File: config.mk
export PLATFORM = sky130hd
export DESIGN_NAME = sad_row_accumulator
export DESIGN_NICKNAME = d
export VERILOG_FILES = /design/src/rtl/sad_row_accumulator_pkg.sv /design/src/rtl/sad_absdiff16.sv /design/src/rtl/sad_row_accumulator.sv
export SDC_FILE = /design/constraint.sdc
export NUM_CORES = 2
export LEC_CHECK = 0
export CORE_AREA = 5 5 658 660
export DETAILED_ROUTE_END_ITERATION = 10
export DIE_AREA = 0 0 663 665
export SLEW_MARGIN = 20
export SYNTH_ARGS = -nofsm -noshare
export SYNTH_HDL_FRONTEND = slang
export SYNTH_SLANG_ARGS = --single-unit
export TNS_END_PERCENT = 20
File: constraint.sdc
create_clock -name Clk -period 76.8 [get_ports Clk]
set_input_delay 19.2 -clock Clk [delete_from_list [all_inputs] [get_ports Clk]]
set_output_delay 19.2 -clock Clk [all_outputs]
set_load 0.05 [all_outputs]
File: src/rtl/sad_row_accumulator_pkg.sv
// Shared definitions for the SAD row accumulator: default geometry and FSM state encoding.
package sad_row_accumulator_pkg;

  localparam int NUM_PIX_DEF = 16;
  localparam int DATA_W_DEF  = 32;
  localparam int ROWS_DEF    = 16;
  localparam int SUM_W_DEF   = 32;
  localparam int ADDR_W      = 32;

  typedef enum logic [1:0] {
    ST_IDLE  = 2'd0,
    ST_ACCUM = 2'd1,
    ST_DRAIN = 2'd2,
    ST_DONE  = 2'd3
  } sad_state_e;

endpackage

File: src/rtl/sad_absdiff16.sv
// Combinational 16-lane unsigned absolute difference, plus a pairwise adder tree that
// reduces an (already registered) row of differences to one zero-extended sum.
module sad_absdiff16
  import sad_row_accumulator_pkg::*;
#(
  parameter int NUM_PIX = NUM_PIX_DEF,
  parameter int DATA_W  = DATA_W_DEF,
  localparam int TREE_W = DATA_W + $clog2(NUM_PIX)
) (
  input  logic [NUM_PIX*DATA_W-1:0] frame_row,
  input  logic [NUM_PIX*DATA_W-1:0] tmpl_row,
  output logic [NUM_PIX*DATA_W-1:0] diff_row,
  input  logic [NUM_PIX*DATA_W-1:0] diff_in,
  output logic [TREE_W-1:0]         diff_sum
);

  for (genvar gi = 0; gi < NUM_PIX; gi++) begin : g_lane
    logic [DATA_W-1:0] a;
    logic [DATA_W-1:0] b;
    assign a = frame_row[gi*DATA_W +: DATA_W];
    assign b = tmpl_row[gi*DATA_W +: DATA_W];
    assign diff_row[gi*DATA_W +: DATA_W] = (a >= b) ? (a - b) : (b - a);
  end

  // In-place pairwise reduction; NUM_PIX is expected to be a power of two.
  always_comb begin : tree
    logic [TREE_W-1:0] lvl [NUM_PIX];
    for (int i = 0; i < NUM_PIX; i++) begin
      lvl[i] = TREE_W'(diff_in[i*DATA_W +: DATA_W]);
    end
    for (int w = NUM_PIX / 2; w >= 1; w = w / 2) begin
      for (int i = 0; i < w; i++) begin
        lvl[i] = lvl[2*i] + lvl[2*i+1];
      end
    end
    diff_sum = lvl[0];
  end

endmodule

File: src/rtl/sad_row_accumulator.sv
// Accumulates the sum of absolute differences of ROWS template/frame rows per candidate,
// reports the block SAD and tracks the best (minimum) SAD with its candidate address.
module sad_row_accumulator
  import sad_row_accumulator_pkg::*;
#(
  parameter int NUM_PIX = NUM_PIX_DEF,
  parameter int DATA_W  = DATA_W_DEF,
  parameter int ROWS    = ROWS_DEF,
  parameter int SUM_W   = SUM_W_DEF
) (
  input  logic                      Clk,
  input  logic                      Reset,
  input  logic                      Start,
  input  logic [ADDR_W-1:0]         CandAddr,
  input  logic                      RowValid,
  input  logic [NUM_PIX*DATA_W-1:0] FrameRow,
  input  logic [NUM_PIX*DATA_W-1:0] TmplRow,
  input  logic                      ClearBest,
  output logic                      Busy,
  output logic                      Done,
  output logic [SUM_W-1:0]          SadOut,
  output logic [SUM_W-1:0]          BestSad,
  output logic [ADDR_W-1:0]         BestAddr
);

  localparam int ROW_W  = NUM_PIX * DATA_W;
  localparam int TREE_W = DATA_W + $clog2(NUM_PIX);
  localparam int CNT_W  = $clog2(ROWS + 1);
  localparam int EXT_W  = ((SUM_W > TREE_W) ? SUM_W : TREE_W) + 1;

  localparam logic [CNT_W-1:0] LAST_ROW = CNT_W'(ROWS - 1);
  localparam logic [CNT_W-1:0] ROWS_CNT = CNT_W'(ROWS);
  localparam logic [EXT_W-1:0] SAT_MAX  = EXT_W'({SUM_W{1'b1}});

  sad_state_e state_reg;
  sad_state_e state_next;

  logic [CNT_W-1:0]  row_cnt_reg;
  logic              in_valid_reg;
  logic [ROW_W-1:0]  frame_reg;
  logic [ROW_W-1:0]  tmpl_reg;
  logic              s1_valid_reg;
  logic [ROW_W-1:0]  diff_reg;
  logic [ROW_W-1:0]  diff_row;
  logic [TREE_W-1:0] diff_sum;
  logic [SUM_W-1:0]  acc_reg;
  logic [SUM_W-1:0]  acc_next;
  logic [EXT_W-1:0]  acc_total;
  logic [ADDR_W-1:0] cand_reg;
  logic [SUM_W-1:0]  sad_reg;
  logic [SUM_W-1:0]  best_sad_reg;
  logic [ADDR_W-1:0] best_addr_reg;

  logic row_accept;
  logic last_row;
  logic enter_done;

  // Start dominates a coincident row: that row belongs to the abandoned candidate.
  assign row_accept = (state_reg == ST_ACCUM) && RowValid && !Start && (row_cnt_reg != ROWS_CNT);
  assign last_row   = row_accept && (row_cnt_reg == LAST_ROW);

  always_ff @(posedge Clk) begin
    if (!Reset) begin
      state_reg <= ST_IDLE;
    end else begin
      state_reg <= state_next;
    end
  end

  always_comb begin
    state_next = state_reg;
    if (Start) begin
      state_next = ST_ACCUM;
    end else begin
      case (state_reg)
        ST_IDLE:  state_next = ST_IDLE;
        ST_ACCUM: if (last_row) state_next = ST_DRAIN;
        // The S1 stage is consumed on this edge, so only the input stage must be empty.
        ST_DRAIN: if (!in_valid_reg) state_next = ST_DONE;
        ST_DONE:  state_next = ST_IDLE;
        default:  state_next = ST_IDLE;
      endcase
    end
  end

  always_comb begin
    Busy = (state_reg == ST_ACCUM) || (state_reg == ST_DRAIN);
    Done = (state_reg == ST_DONE);
  end

  sad_absdiff16 #(
    .NUM_PIX (NUM_PIX),
    .DATA_W  (DATA_W)
  ) u_absdiff (
    .frame_row (frame_reg),
    .tmpl_row  (tmpl_reg),
    .diff_row  (diff_row),
    .diff_in   (diff_reg),
    .diff_sum  (diff_sum)
  );

  always_comb begin
    acc_total = EXT_W'(acc_reg) + EXT_W'(diff_sum);
    acc_next  = acc_reg;
    if (s1_valid_reg) begin
      acc_next = (acc_total > SAT_MAX) ? {SUM_W{1'b1}} : acc_total[SUM_W-1:0];
    end
  end

  assign enter_done = (state_reg == ST_DRAIN) && (state_next == ST_DONE);

  always_ff @(posedge Clk) begin
    if (!Reset) begin
      row_cnt_reg  <= '0;
      in_valid_reg <= 1'b0;
      s1_valid_reg <= 1'b0;
      acc_reg      <= '0;
      cand_reg     <= '0;
    end else if (Start) begin
      row_cnt_reg  <= '0;
      in_valid_reg <= 1'b0;
      s1_valid_reg <= 1'b0;
      acc_reg      <= '0;
      cand_reg     <= CandAddr;
    end else begin
      in_valid_reg <= row_accept;
      s1_valid_reg <= in_valid_reg;
      acc_reg      <= acc_next;
      if (row_accept) begin
        row_cnt_reg <= row_cnt_reg + 1'b1;
      end
    end
  end

  // Wide datapath registers are qualified by the valids and need no reset.
  always_ff @(posedge Clk) begin
    if (row_accept) begin
      frame_reg <= FrameRow;
      tmpl_reg  <= TmplRow;
    end
    if (in_valid_reg) begin
      diff_reg <= diff_row;
    end
  end

  // Results land on the edge entering DONE so SadOut is final while Done is high.
  always_ff @(posedge Clk) begin
    if (!Reset) begin
      sad_reg       <= '0;
      best_sad_reg  <= '1;
      best_addr_reg <= '0;
    end else begin
      if (enter_done) begin
        sad_reg <= acc_next;
      end
      if (ClearBest) begin
        best_sad_reg  <= '1;
        best_addr_reg <= '0;
      end else if (enter_done && (acc_next < best_sad_reg)) begin
        best_sad_reg  <= acc_next;
        best_addr_reg <= cand_reg;
      end
    end
  end

  assign SadOut   = sad_reg;
  assign BestSad  = best_sad_reg;
  assign BestAddr = best_addr_reg;

endmodule
==> flow_summary_export.csv <==
group,metric,value,unit
floorplanning,core,426000,sq um
timing,period_minus_slack,24.83,ns
layout,layout-drive-gt1-share,3.93,%
outcome,run_status,"finished, final reports clean",
critical_path,crit_required,77.32,ns
layout,fin_nets,16800,
grt,use_met3,2.86,%
yosys,synth.area.top_cells,"edfxtp_1 36%, ha_1 13%, a21oi_1 5.7%",
layout,final_util,35.6,%
placement,place_congestion,0.939,
clock_tree,cts_hold_buf,0,
timing,rsz0062_at_grt,"no",
flow_run,cap_violations,0,
timing,hold_viol,0,
critical_path,path_max_fanout,82,
grt,grt_start_max_net_pins,164,
timing,timing.fmax,40.3,MHz
grt,antenna_found_initial,57,
placement,io_buffers,1158,
grt,overflow,0,
hold_path,hp-class,"reg2reg",
timing,finalClockSkew,0.0620,ns
hold_path,min_to,"SadOut[12]",
critical_path,r2r_start,"diff_reg[384]",
drt,ant_nets,0,
timing,setup_viol,0,
grt,grtUsageMet1,25.7,%
clock_tree,postCtsSetupRepairBufs,0,
yosys,synthesis.nets,15900,
floorplanning,die_x,663,um
critical_path,r2r-end,"BestSad[4]",
floorplanning,die_h,665,um
clock_tree,cts_tree,"built",
critical_path,start_kind,"input port",
clock_tree,cts_sinks,1705,
yosys,syn_avg_cell_area,9.64,sq um
power,p_leak,63.2,nW
timing,timing.slew.headroom,19.4,%
critical_path,slowest_stage,"buf_4",
critical_path,cpMostUsedCell,"buf_4",
placement,numPlacedInstances,19600,
drt,drc,0,
timing,slew_viol_final,0,
critical_path,worst-path-buf-inv,9,
critical_path,cp-end-kind,"flip-flop",
yosys,synth_top_area_share,36.2,%
floorplanning,initial_core_util,29.9,%
critical_path,crit_type,"in2reg",
power,power.density,21.3,nW/um^2
clock_tree,root_buffer,"clkbuf_16",
power,vdd_drop_max,0.0417,mV
critical_path,path_delay_family,"buffers and inverters",
placement,dp_hpwl,403000,um
yosys,synth_edf_count,1536,
grt,grtUsageTotal,20.7,%
drt,wl,481000,um
floorplanning,dieArea,441000,sq um
critical_path,r2r.worst_path.cells,50,
yosys,synth.most_common_cell,"inv_1",
timing,worst_pin_slew,1.20,ns
critical_path,r2r_slack,61.39,ns
drt,avgRoutedWirePerCell,24.0,um
critical_path,crit_path_cell_trace,"buf_2, buf_4, nor3_4, buf_4, buf_4, buf_4, buf_4, buf_4, buf_4, buf_4",
yosys,synth_area,127000,sq um
timing,setup-tns-final,0,ns
hold_path,hold_depth,2,
grt,grt_pass1_wl,679000,um
yosys,ys.flop_type,"edfxtp_1",
drt,drt-pass1-iter-count,8,
yosys,ys_types,105,
clock_tree,clk_latency,0.91,ns
timing,period_share,32.3,%
yosys,async_flop_share,0,%
yosys,ys_seq_area_share,38.8,%
yosys,ys_warn_count,0,
critical_path,arrival,25.35,ns
drt,drt_iter0_drc,7855,
layout,stdcell_count,20000,
grt,met2_usage,36.4,%
yosys,synth_top_cells_by_count,"1641 x inv_1, 1536 x edfxtp_1, 1455 x a21oi_1, 1370 x ha_1, 790 x o21ai_0",
grt,grt_busiest_layer,"met2",
drt,vias,102000,
clock_tree,cts_buffers,197,
clock_tree,cts_resized,0,
floorplanning,io_pins,1159,
clock_tree,cts.clk_slew.worst_paths,0.06,ns
floorplanning,rows,240,
hold_path,hold_start,"SadOut[12]",
clock_tree,clk_path_buf_depth,4,
drt,vias_per_cell,5.08,
layout,syn2layout_area_growth,18.9,%
yosys,synthCells,13200,
critical_path,cpPeakStageDelay,0.90,ns
clock_tree,h-tree-depth,4,
yosys,yosysTopAreaCell,"edfxtp_1",
yosys,synth-seq-cells,1705,
grt,grt_pass1_vias,98400,
==> tightest hold or removal path, stage by stage, from the launching register on <==
cell     delay (ns)
dfxtp_1        0.31
nand2_1        0.05
a21oi_1        0.05
==> report_power, final <==
| group | internal [mW] | switching [mW] |
|---|---|---|
| combinational | 0.468 | 0.726 |
| clock | 0.559 | 0.411 |
| sequential | 1.04 | 0.0167 |
| total | 2.07 | 1.15 |
==> final cells by class <==
class	instances	area (sq um)
clock buffers	236	5250
multi-input cells	9367	69900
well taps	5687	7120
diodes	22	55.1
fillers	42900	275000
inverters	1648	6190
repair buffers	1232	12200
clock inverters	123	1370
flip-flops and latches	1705	49500
==> through the flow <==
step | power, mW | worst slack (ns) | instance area (sq um) | hold WS [ns]
after floorplan | 1.92 | 14.00 | 127000 | 0.443
after global placement | 2.25 | 51.08 | 145000 | 0.448
after detailed placement | 2.26 | 50.96 | 145000 | 0.448
after CTS | 3.25 | 51.98 | 151000 | 0.458
after global routing | 3.41 | 51.63 | 151000 | 0.481
final | 3.22 | 51.97 | 152000 | 0.456
==> layer usage <==
metal / up-vias / routed length (um)
li1: 49100 / -
met1: 48900 / 199000
met2: 3147 / 235000
met3: 627 / 24700
met4: 24 / 21500
met5: - / 171
==> cells in the final DEF, fill, tap and decap left out, types with 168 or more instances in the layout <==
master / Yosys / routed
a21o_1: 563 / 562
a21oi_1: 1455 / 1453
clkbuf_16: 0 / 203
clkdlybuf4s50_1: 0 / 1157
dfxtp_1: 169 / 168
edfxtp_1: 1536 / 1536
fa_1: 238 / 238
ha_1: 1370 / 1370
inv_1: 1641 / 1641
mux2i_1: 193 / 193
nand2_1: 677 / 676
nand4_1: 219 / 219
nor2_1: 720 / 717
nor2b_1: 174 / 174
o21ai_0: 790 / 789
o21bai_1: 324 / 324
xnor2_1: 502 / 498
xor2_1: 255 / 255
==> cells by family (layout without fill, tap and decap cells) <==
kind of cell | after synthesis | in the layout | synth area share (%)
flops | 1705 | 1705 | 38.8
simple gates | 2539 | 2539 | 9.51
compound gates | 4227 | 4227 | 20.9
other cells | 0 | 22 | 0
mux | 236 | 236 | 1.90
fa+ha+maj | 1608 | 1608 | 17.2
buf+inv | 2146 | 3239 | 6.46
xor+xnor | 757 | 757 | 5.20
==> worst max-delay path by stage <==
stage,start,end,cells after the start
2_1_floorplan,RowValid,BestAddr[1],13
3_3_place_gp,Start,frame_reg[198],10
3_5_place_dp,Start,frame_reg[198],10
4_1_cts,Start,frame_reg[238],10
5_1_grt,Start,tmpl_reg[240],10
6_report,Start,frame_reg[196],10
(Power assumes the default switching activity.)
